## config.mk

```make
export PLATFORM = sky130hd
export DESIGN_NAME = jtframe_credits_vram_arb_flat
export DESIGN_NICKNAME = d
export VERILOG_FILES = /design/src/rtl/jtframe_credits_vram_arb_pkg.sv /design/src/rtl/jtframe_credits_vram_arb_if.sv /design/src/rtl/jtframe_credits_clr.sv /design/src/rtl/jtframe_credits_vram_arb.sv /design/src/flat_wrapper.sv
export SDC_FILE = /design/constraint.sdc
export NUM_CORES = 1
export LEC_CHECK = 0
export ABC_AREA = 1
export BUFFER_PORTS_ARGS = -buffer_cell sky130_fd_sc_hd__buf_2
export CORE_AREA = 8 8 87 89
export CTS_CLUSTER_DIAMETER = 40
export DETAILED_ROUTE_END_ITERATION = 6
export DIE_AREA = 0 0 95 97
export PLACE_DENSITY = 0.95
export SLEW_MARGIN = 20
export SYNTH_ARGS = -nofsm -noshare
export SYNTH_HDL_FRONTEND = slang
export SYNTH_SLANG_ARGS = --single-unit
export TNS_END_PERCENT = 1
```

## constraint.sdc

```tcl
create_clock -name clk -period 4 [get_ports clk]
set_input_delay 0.8 -clock clk [delete_from_list [all_inputs] [get_ports clk]]
set_output_delay 0.8 -clock clk [all_outputs]
set_load 0.05 [all_outputs]
```

## src/rtl/jtframe_credits_vram_arb_pkg.sv

```systemverilog
// Shared types for the credits VRAM arbiter: FSM states, requester select
// and the round-robin winner function.
package jtframe_credits_vram_arb_pkg;

    localparam int CRED_AW = 10;
    localparam int CRED_DW = 8;

    typedef enum logic [2:0] {
        ST_IDLE  = 3'd0,
        ST_ISSUE = 3'd1,
        ST_WAIT  = 3'd2,
        ST_ACK   = 3'd3,
        ST_CLEAR = 3'd4
    } arb_state_t;

    typedef enum logic {
        SEL_A = 1'b0,
        SEL_B = 1'b1
    } req_sel_t;

    // With both requesters active the pointer decides; otherwise whoever asks wins.
    function automatic req_sel_t pick_winner(input logic a_req, input logic b_req,
                                             input req_sel_t rr);
        req_sel_t sel;
        if (a_req && b_req) begin
            sel = rr;
        end else if (b_req) begin
            sel = SEL_B;
        end else begin
            sel = SEL_A;
        end
        return sel;
    endfunction

endpackage

```

## src/rtl/jtframe_credits_vram_arb_if.sv

```systemverilog
// Bundle of requester handshakes, clear control and the VRAM port seen by the arbiter.
interface jtframe_credits_vram_arb_if #(
    parameter int AW = jtframe_credits_vram_arb_pkg::CRED_AW,
    parameter int DW = jtframe_credits_vram_arb_pkg::CRED_DW
);

    logic          a_req;
    logic          a_we;
    logic [AW-1:0] a_addr;
    logic [DW-1:0] a_din;
    logic          a_ack;
    logic [DW-1:0] a_dout;

    logic          b_req;
    logic          b_we;
    logic [AW-1:0] b_addr;
    logic [DW-1:0] b_din;
    logic          b_ack;
    logic [DW-1:0] b_dout;

    logic          clr_start;
    logic [DW-1:0] clr_data;
    logic          clr_busy;

    logic [AW-1:0] vram_addr;
    logic [DW-1:0] vram_din;
    logic          vram_we;
    logic [DW-1:0] vram_dout;

    modport slave (
        input  a_req, a_we, a_addr, a_din,
        output a_ack, a_dout,
        input  b_req, b_we, b_addr, b_din,
        output b_ack, b_dout,
        input  clr_start, clr_data,
        output clr_busy,
        output vram_addr, vram_din, vram_we,
        input  vram_dout
    );

    modport master (
        output a_req, a_we, a_addr, a_din,
        input  a_ack, a_dout,
        output b_req, b_we, b_addr, b_din,
        input  b_ack, b_dout,
        output clr_start, clr_data,
        input  clr_busy,
        input  vram_addr, vram_din, vram_we,
        output vram_dout
    );

endinterface

```

## src/rtl/jtframe_credits_clr.sv

```systemverilog
// Clear-engine address counter and busy flag; the counter stops at 2**AW
// instead of wrapping so a finished sweep can never restart by itself.
module jtframe_credits_clr #(
    parameter int AW = 10
) (
    input  logic          clk,
    input  logic          rst,
    input  logic          start,
    output logic          busy,
    output logic          last,
    output logic [AW-1:0] addr_next
);

    localparam logic [AW:0] LAST_ADDR = {1'b0, {AW{1'b1}}};
    localparam logic [AW:0] ONE       = {{AW{1'b0}}, 1'b1};

    logic [AW:0] cnt;

    always_ff @(posedge clk or posedge rst) begin
        if (rst) begin
            busy <= 1'b0;
            cnt  <= '0;
        end else if (start) begin
            busy <= 1'b1;
            cnt  <= '0;
        end else if (busy) begin
            cnt <= cnt + ONE;
            if (last) begin
                busy <= 1'b0;
            end
        end
    end

    assign last      = busy && (cnt == LAST_ADDR);
    assign addr_next = cnt[AW-1:0] + ONE[AW-1:0];

endmodule

```

## src/rtl/jtframe_credits_vram_arb.sv

```systemverilog
// Credits/OSD VRAM arbiter: round-robin A/B access with fixed 3-cycle latency
// plus a full-memory clear engine that preempts new grants.
module jtframe_credits_vram_arb
    import jtframe_credits_vram_arb_pkg::*;
#(
    parameter int AW = CRED_AW,
    parameter int DW = CRED_DW
) (
    input  logic                      clk,
    input  logic                      rst,
    jtframe_credits_vram_arb_if.slave bus
);

    arb_state_t    state;
    arb_state_t    state_next;
    req_sel_t      rr;
    req_sel_t      cur_sel;
    req_sel_t      winner;
    logic          cur_we;
    logic          clr_pend;
    logic          clr_accept;
    logic          clr_go;
    logic          grant;
    logic          clr_busy;
    logic          clr_last;
    logic [AW-1:0] clr_addr_next;
    logic [DW-1:0] clr_fill;

    logic [AW-1:0] vram_addr_r;
    logic [DW-1:0] vram_din_r;
    logic          vram_we_r;
    logic          a_ack_r;
    logic          b_ack_r;
    logic [DW-1:0] a_dout_r;
    logic [DW-1:0] b_dout_r;

    jtframe_credits_clr #(.AW(AW)) u_clr (
        .clk       (clk),
        .rst       (rst),
        .start     (clr_go),
        .busy      (clr_busy),
        .last      (clr_last),
        .addr_next (clr_addr_next)
    );

    always_ff @(posedge clk or posedge rst) begin
        if (rst) begin
            state <= ST_IDLE;
        end else begin
            state <= state_next;
        end
    end

    // A clear (fresh or pending) beats any requester, but only from IDLE.
    always_comb begin
        state_next = state;
        winner     = pick_winner(bus.a_req, bus.b_req, rr);
        clr_accept = bus.clr_start && !clr_busy && !clr_pend;
        clr_go     = (state == ST_IDLE) && (clr_pend || bus.clr_start);
        grant      = (state == ST_IDLE) && !clr_go && (bus.a_req || bus.b_req);
        case (state)
            ST_IDLE: begin
                if (clr_go) begin
                    state_next = ST_CLEAR;
                end else if (grant) begin
                    state_next = ST_ISSUE;
                end
            end
            ST_ISSUE: state_next = ST_WAIT;
            ST_WAIT:  state_next = ST_ACK;
            ST_ACK:   state_next = ST_IDLE;
            ST_CLEAR: begin
                if (clr_last) begin
                    state_next = ST_IDLE;
                end
            end
            default:  state_next = ST_IDLE;
        endcase
    end

    always_ff @(posedge clk or posedge rst) begin
        if (rst) begin
            rr          <= SEL_A;
            cur_sel     <= SEL_A;
            cur_we      <= 1'b0;
            clr_pend    <= 1'b0;
            clr_fill    <= '0;
            vram_addr_r <= '0;
            vram_din_r  <= '0;
            vram_we_r   <= 1'b0;
            a_ack_r     <= 1'b0;
            b_ack_r     <= 1'b0;
            a_dout_r    <= '0;
            b_dout_r    <= '0;
        end else begin
            vram_we_r <= 1'b0;
            a_ack_r   <= 1'b0;
            b_ack_r   <= 1'b0;

            if (clr_accept) begin
                clr_fill <= bus.clr_data;
            end
            if (clr_go) begin
                clr_pend <= 1'b0;
            end else if (clr_accept) begin
                clr_pend <= 1'b1;
            end

            case (state)
                ST_IDLE: begin
                    if (clr_go) begin
                        vram_addr_r <= '0;
                        vram_din_r  <= clr_pend ? clr_fill : bus.clr_data;
                        vram_we_r   <= 1'b1;
                    end else if (grant) begin
                        cur_sel <= winner;
                        rr      <= (winner == SEL_A) ? SEL_B : SEL_A;
                        if (winner == SEL_B) begin
                            cur_we      <= bus.b_we;
                            vram_addr_r <= bus.b_addr;
                            vram_din_r  <= bus.b_din;
                            vram_we_r   <= bus.b_we;
                        end else begin
                            cur_we      <= bus.a_we;
                            vram_addr_r <= bus.a_addr;
                            vram_din_r  <= bus.a_din;
                            vram_we_r   <= bus.a_we;
                        end
                    end
                end
                ST_WAIT: begin
                    // Registered RAM output is valid here, one cycle after ISSUE.
                    if (!cur_we) begin
                        if (cur_sel == SEL_B) begin
                            b_dout_r <= bus.vram_dout;
                        end else begin
                            a_dout_r <= bus.vram_dout;
                        end
                    end
                    a_ack_r <= (cur_sel == SEL_A);
                    b_ack_r <= (cur_sel == SEL_B);
                end
                ST_CLEAR: begin
                    if (!clr_last) begin
                        vram_addr_r <= clr_addr_next;
                        vram_we_r   <= 1'b1;
                    end
                end
                default: ;
            endcase
        end
    end

    assign bus.vram_addr = vram_addr_r;
    assign bus.vram_din  = vram_din_r;
    assign bus.vram_we   = vram_we_r;
    assign bus.a_ack     = a_ack_r;
    assign bus.b_ack     = b_ack_r;
    assign bus.a_dout    = a_dout_r;
    assign bus.b_dout    = b_dout_r;
    assign bus.clr_busy  = clr_busy;

endmodule

```

## src/flat_wrapper.sv

```systemverilog
// flat-port wrapper written by rule: the top's interface ports become plain ports
module jtframe_credits_vram_arb_flat import jtframe_credits_vram_arb_pkg::*;
#(
    parameter int AW = CRED_AW,
    parameter int DW = CRED_DW
)
  (clk, rst, bus_a_req, bus_a_we, bus_a_addr, bus_a_din, bus_a_ack, bus_a_dout, bus_b_req, bus_b_we, bus_b_addr, bus_b_din, bus_b_ack, bus_b_dout, bus_clr_start, bus_clr_data, bus_clr_busy, bus_vram_addr, bus_vram_din, bus_vram_we, bus_vram_dout);
  jtframe_credits_vram_arb_if #(.AW(AW), .DW(DW)) bus_i ();
  input  logic clk;
  input  logic rst;
  input wire logic [$bits(bus_i.a_req)-1:0] bus_a_req;
  input wire logic [$bits(bus_i.a_we)-1:0] bus_a_we;
  input wire logic [$bits(bus_i.a_addr)-1:0] bus_a_addr;
  input wire logic [$bits(bus_i.a_din)-1:0] bus_a_din;
  output wire logic [$bits(bus_i.a_ack)-1:0] bus_a_ack;
  output wire logic [$bits(bus_i.a_dout)-1:0] bus_a_dout;
  input wire logic [$bits(bus_i.b_req)-1:0] bus_b_req;
  input wire logic [$bits(bus_i.b_we)-1:0] bus_b_we;
  input wire logic [$bits(bus_i.b_addr)-1:0] bus_b_addr;
  input wire logic [$bits(bus_i.b_din)-1:0] bus_b_din;
  output wire logic [$bits(bus_i.b_ack)-1:0] bus_b_ack;
  output wire logic [$bits(bus_i.b_dout)-1:0] bus_b_dout;
  input wire logic [$bits(bus_i.clr_start)-1:0] bus_clr_start;
  input wire logic [$bits(bus_i.clr_data)-1:0] bus_clr_data;
  output wire logic [$bits(bus_i.clr_busy)-1:0] bus_clr_busy;
  output wire logic [$bits(bus_i.vram_addr)-1:0] bus_vram_addr;
  output wire logic [$bits(bus_i.vram_din)-1:0] bus_vram_din;
  output wire logic [$bits(bus_i.vram_we)-1:0] bus_vram_we;
  input wire logic [$bits(bus_i.vram_dout)-1:0] bus_vram_dout;
  assign bus_i.a_req = bus_a_req;
  assign bus_i.a_we = bus_a_we;
  assign bus_i.a_addr = bus_a_addr;
  assign bus_i.a_din = bus_a_din;
  assign bus_a_ack = bus_i.a_ack;
  assign bus_a_dout = bus_i.a_dout;
  assign bus_i.b_req = bus_b_req;
  assign bus_i.b_we = bus_b_we;
  assign bus_i.b_addr = bus_b_addr;
  assign bus_i.b_din = bus_b_din;
  assign bus_b_ack = bus_i.b_ack;
  assign bus_b_dout = bus_i.b_dout;
  assign bus_i.clr_start = bus_clr_start;
  assign bus_i.clr_data = bus_clr_data;
  assign bus_clr_busy = bus_i.clr_busy;
  assign bus_vram_addr = bus_i.vram_addr;
  assign bus_vram_din = bus_i.vram_din;
  assign bus_vram_we = bus_i.vram_we;
  assign bus_i.vram_dout = bus_vram_dout;
  jtframe_credits_vram_arb #(.AW(AW), .DW(DW)) u_core (.clk(clk), .rst(rst), .bus(bus_i));
endmodule
```

### Word-level counts from Yosys, hierarchy flattened

Cells that the tools add are included.

| operators by class | value |
|---|---|
| add/subtract/negate cells | 2 |
| $mul | 0 |
| divide/modulo/power cells | 0 |
| magnitude comparators | 0 |
| equal/unequal tests | 7 |
| shift-type cells | 0 |
| mux-type cells | 29 |
| bitwise logic cells | 3 |
| reduce and logical (&&, ||, !) cells | 23 |

Operators by type and width:

| cell | number |
|---|---|
| $mux 10 | 4 |
| $mux 8 | 4 |
| $mux 11 | 2 |
| $pmux 10 s2 | 1 |
| $mux 1 | 13 |
| $pmux 3 s4 | 1 |
| $reduce_and 3->1 | 4 |
| $add 11x1->11 const B | 1 |
| $eq 11x10->1 const B | 1 |
| $add 10x1->10 const B | 1 |
| $mux 3 | 3 |
| $reduce_bool 2->1 | 4 |
| $logic_and 1x1->1 | 7 |
| $reduce_and 2->1 | 2 |
| $eq 3x1->1 const B | 1 |
| $eq 3x2->1 const B | 1 |
| $eq 3x3->1 const B | 1 |
| $logic_not 1->1 | 3 |
| $logic_not 3->1 | 1 |
| $ne 3x1->1 const B | 1 |
| $not 1->1 | 3 |
| $logic_or 1x1->1 | 2 |
| $ne 2x1->1 const B | 1 |
| $ne 2x2->1 const B | 1 |
| $pmux 1 s2 | 1 |

| storage, ports and cells | value |
|---|---|
| register bits | 64 |
| latch bits | 0 |
| RAM bits | 0 |
| ROM bits | 0 |
| input bits | 59 |
| output and inout port bits | 38 |
| word-level logic and storage cells | 79 |
| memories kept | 0 |

### Logic depth before layout (Yosys ltp)

| depth | value |
|---|---|
| depth after elaboration | 8 |
| depth in mapped cells | 11 |
| gate-level depth less buffers | 10 |

### Cells and area by module

Synthesis repeated with hierarchy kept, for this count alone.

| unflattened totals | value |
|---|---|
| cells, all modules | 448 |
| area, all modules | 3,320.7 um^2 |

By module, submodules not included:

| module | times used | cells an instance | area each (um^2) | sequential area each (um^2) |
|---|---|---|---|---|
| jtframe_credits_vram_arb | 1 | 354 | 2,602.5 | 1,301.2 |
| jtframe_credits_clr | 1 | 94 | 718.2 | 300.3 |

### Worst setup path before layout

Ideal clock, no wire load.

| path | value |
|---|---|
| path type | in2reg |
| start point | input port bus_a_req |
| end point | register u_core.cur_we |
| library setup time | 0.134 ns |
| data arrival time | 1.571 ns |
| path slack | 2.296 ns |
| stages | 6 |
| buffers on the path | 1 |
| cells stage by stage | nand2_1 -> nand2_1 -> clkbuf_1 -> or2_2 -> o211ai_1 -> o21ai_0 |

| on the way | value |
|---|---|
| word-level cells in the longest chain between the ends | 3 |
| elaborated cells on any way between the ends | 6 |
| classes of those cells | mux: 2; reduce/logical: 4 |

RTL lines:

| what | RTL line | source |
|---|---|---|
| start: declaration | flat_wrapper.sv:11 | `input wire logic [$bits(bus_i.a_req)-1:0] bus_a_req;` |
| $logic_and 1x1->1 or $logic_or 1x1->1 (tied branches) | jtframe_credits_vram_arb_pkg.sv:25, jtframe_credits_vram_arb.sv:60 |  |
| $mux 1 or $logic_and 1x1->1 (tied branches) | jtframe_credits_vram_arb_pkg.sv:25, jtframe_credits_vram_arb.sv:60 |  |
| $mux 1 or $reduce_and 3->1 (tied branches) | n/a |  |
| end signal: assignment | jtframe_credits_vram_arb.sv:119 | `cur_we <= bus.b_we;` |
| end signal: assignment | jtframe_credits_vram_arb.sv:124 | `cur_we <= bus.a_we;` |
| end: declaration | jtframe_credits_vram_arb.sv:19 | `logic cur_we;` |

Parallel ways exist; a longest one is shown, timed or not.
A chain may end at the register's enable or synchronous reset.

### Final worst setup path

| path | value |
|---|---|
| start point | input port bus_a_req |
| end point | register u_core.vram_addr_r[0] (netlist: u_core.bus.vram_addr[0]) |

| on the way | value |
|---|---|
| word-level cells in the longest chain between the ends | 6 |
| elaborated cells on any way between the ends | 10 |
| classes of those cells | eq/ne: 1; mux: 5; reduce/logical: 4 |

RTL lines:

| what | RTL line | source |
|---|---|---|
| $logic_and 1x1->1 | jtframe_credits_vram_arb_pkg.sv:25 | `if (a_req && b_req) begin` |
| $mux 1 | jtframe_credits_vram_arb_pkg.sv:25 |  |
| $mux 10 | jtframe_credits_vram_arb.sv:118 | `if (winner == SEL_B) begin` |
| $mux 10 | jtframe_credits_vram_arb.sv:115 | `end else if (grant) begin` |
| $mux 10 | jtframe_credits_vram_arb.sv:111 | `if (clr_go) begin` |
| $pmux 10 s2 | jtframe_credits_vram_arb.sv:109 | `case (state)` |
| end signal: assignment | jtframe_credits_vram_arb.sv:120 | `vram_addr_r <= bus.b_addr;` |
| end signal: assignment | jtframe_credits_vram_arb.sv:125 | `vram_addr_r <= bus.a_addr;` |
| end signal: assignment | jtframe_credits_vram_arb.sv:145 | `vram_addr_r <= clr_addr_next;` |
| end: declaration | jtframe_credits_vram_arb.sv:29 | `logic [AW-1:0] vram_addr_r;` |

Parallel ways exist; a longest one is shown, timed or not. The select of a mux whose other input is x is not followed.

==> impl_metrics.ini <==
[synth]
syn_area_um2 = 3383
yosysTopAreaCellShare_pct = 47.34
ys_ff_latch = 64
synth.distinct_cells = 32
synth_top_cell_by_area = dfrtp_1
syn_avg_cell_area_um2 = 7.778
ys_warn_count = 0
synth_nets = 495
yosys-top-cells-area = dfrtp_1 (47%), nand2_1 (20%), o21ai_2 (4.1%), inv_1 (3.9%), o21ai_0 (3.7%)
syn_inst = 435
yosysSeqAreaShare_pct = 47.34

[worst_setup_path]
crit_chain = buf_2, nand2_1, nand2_1, inv_2, nand2_1, nand2_1, nand2_1, o21ai_1, nand2_1, nand2_1
start_kind = primary input
cp-end-kind = flip-flop
crit_buf_inv = 2
critPathKind = primary input to flip-flop
r2r_slack_ns = 2.00
slowest_stage = inv_2
cp_data_required_time_ns = 4.28
crit_family = simple AND/OR/NAND/NOR gates
cpPeakStageDelay_ns = 0.47
cp_common_cell = nand2_1
cp.arrival_ns = 2.30
crit_fanout = 21

[timing]
timing.final.crit_share_pct = 50.46
tns_ns = 0
period_needed_ns = 2.018
final-hold-violation-count = 0
rsz0062_at_grt = no
max_freq_mhz = 495.5
fin_skew_ns = 0.01195
setup_viol = 0
slew_headroom_pct = 44.21
drv_slew = 0
worstMarginPinSlew_ns = 0.8357

[detailed_routing]
drtAntennaViolNets = 0
vias_per_cell = 5.357
drc = 0
drt_iter0_markers = 208
dr.pass1.iters = 5
finalWirelength_mm = 9.403
routedWlPerCell_um = 15.26
vias = 3300

[floorplanning]
boundaryPins = 97
initial_utilization_pct = 54.53
fp.dieH_um = 97
die_w_um = 95
dieArea_um2 = 9215
core_area_um2 = 6205
row_count = 29

[pwr]
swShare_pct = 26.41
switchingPower_uw = 379.4
intPower_mw = 1.057
p_leak_nw = 2.247
power_mw = 1.437
clockPowerShare_pct = 43.7
powerDensity_nw_per_um2 = 348.9
seqPwrFrac_pct = 46.7
comb_power_share_pct = 9.6
ir_worst_vdd_uv = 255.6

[layout]
nets = 594
multi_input_area_um2 = 1545
design_area_um2 = 4118
drive_gt1_share_pct = 30.06
diodes = 0
post-route-util_pct = 66.36
n_fill_cell = 504
synthToLayoutAreaGrowth_pct = 21.71
area.sequential_um2 = 1602

[min_path]
min_path_type = flip-flop to flip-flop

[flow_run]
max-cap-violations = 0

[place]
port_buffers = 96
gp_congestion = 0.8592
dpl_cell_area_um2 = 3899
hpwlAfterDp_mm = 6.831

[global_route]
antenna_found_initial = 0
grt_max_degree = 39
grt_usage_pct = 21.24
grt_first_pass_wirelength_mm = 15.68
grt_pass1_vias = 3467
gr-total-overflow = 0

[cts]
htree_levels = 3
numCtsBuffers = 9
clk_latency_ns = 0.35
cts_hold_buf = 0
cts_setup_buffers = 0
cts.sinks = 64
root_buffer = clkbuf_8
clk_pin_slew_worst_paths_ns = 0.08
cts_tree = built
clock_path_buffers = 2
post_cts_resized = 0

[run_status]
outcome = complete, no violations
sequential cells by signal (all words and copies together), names as in the netlist:
| signal | cells |
|---|---|
| u_core.u_clr.cnt | 11 |
| u_core.bus.vram_addr | 10 |
| u_core.bus.a_dout | 8 |
| u_core.bus.b_dout | 8 |
| u_core.bus.vram_din | 8 |
| u_core.clr_fill | 8 |
| u_core.state | 3 |
| u_core.bus.a_ack | 1 |
| u_core.bus.b_ack | 1 |
| u_core.bus.vram_we | 1 |
| u_core.clr_pend | 1 |
| u_core.cur_sel | 1 |
| u_core.cur_we | 1 |
| u_core.rr | 1 |
| u_core.u_clr.busy | 1 |
worst min-delay path, stage by stage (launching register included):
cell	delay (ns)
dfrtp_1	0.35
nand2_1	0.05
nand2_1	0.05
cells in the final DEF (no fill, tap or decap):
master,instances
a21oi_1,5
a31oi_1,1
buf_2,96
buf_4,1
bufinv_16,2
clkbuf_8,9
clkinv_1,1
clkinv_2,2
clkinv_4,1
clkinvlp_4,1
dfrtp_1,64
ha_1,1
inv_1,34
inv_2,8
inv_4,1
inv_6,1
nand2_1,181
nand2_2,4
nand2_4,2
nand3_1,22
nand4_1,2
nor2_1,31
nor2_2,2
nor2_4,6
nor2_8,2
nor3_2,1
nor3_4,2
o211ai_1,3
o211ai_2,2
o21ai_0,25
o21ai_1,5
o21ai_2,16
o21bai_1,1
or2_2,3
xor2_1,1
worst paths after layout:
path                                         start                       to  cells after the start
setup / recovery                         bus_a_req  u_core.bus.vram_addr[0]                     10
hold / removal             u_core.bus.vram_addr[4]  u_core.bus.vram_addr[4]                      2
setup reg to reg                   u_core.clr_pend        u_core.u_clr.busy                      6
hold reg to reg            u_core.bus.vram_addr[4]  u_core.bus.vram_addr[4]                      2
max in group asynchronous                      rst     u_core.bus.a_dout[3]                      3
min in group asynchronous                      rst  u_core.bus.vram_addr[4]                      2
layout make-up:
class,instances,share of cell area [%]
clock inverter,7,2.309
tap,77,2.340
timing repair buffer,97,11.85
clock buffer,9,3.008
inverter,44,4.072
sequential,64,38.89
multi-input combinational,318,37.53
power groups by stage:
stage / registers (mW) / logic, mW / clock network [mW]
floorplan: 0.707 / 0.0578 / 0
global placement: 0.683 / 0.132 / 0
detailed placement: 0.683 / 0.137 / 0
CTS: 0.671 / 0.137 / 0.637
global route: 0.672 / 0.152 / 0.667
finish: 0.671 / 0.137 / 0.628
metrics by stage:
step | hold WS (ns) | worst slack [ns] | cells
detailed placement | 0.4598 | 1.690 | 600
floorplan | 0.4334 | 1.602 | 435
finish | 0.4778 | 1.982 | 616
global placement | 0.4482 | 1.826 | 600
CTS | 0.4810 | 2.001 | 616
global route | 0.4995 | 1.814 | 616
Yosys cell counts:
cell type and instances:
a21oi_1 5, a31oi_1 1, buf_2 1, buf_4 2, buf_6 2, buf_8 1, clkbuf_1 3, clkinv_1 1
dfrtp_1 64, ha_1 1, inv_1 35, inv_2 7, inv_4 1, nand2_1 181, nand2_2 4, nand2_4 2
nand3_1 22, nand4_1 2, nor2_1 31, nor2_2 2, nor2_4 6, nor2_8 2, nor3_2 1, nor3_4 2
o211ai_1 3, o211ai_2 2, o21ai_0 25, o21ai_1 5, o21ai_2 16, o21bai_1 1, or2_2 3, xor2_1 1
cells by family after synthesis:
group,count (synthesis),share of synthesized area (%)
XOR/XNOR,1,0.2589
adder cells (fa/ha/maj),1,0.3698
AO/OA/AOI/OAI,58,11.13
AND/OR/NAND/NOR,258,33.91
buffers and inverters,53,6.989
flip-flops,64,47.34
per-layer routing:
metal	up-vias	GRT usage [%]	share of wire [%]
li1	1558	-	-
met4	0	9.255	2.6
met2	168	34.96	49
met1	1548	24.74	40
met3	26	6.260	8.8
met5	-	0	0
Note: power is estimated with default switching activity, not from simulation.
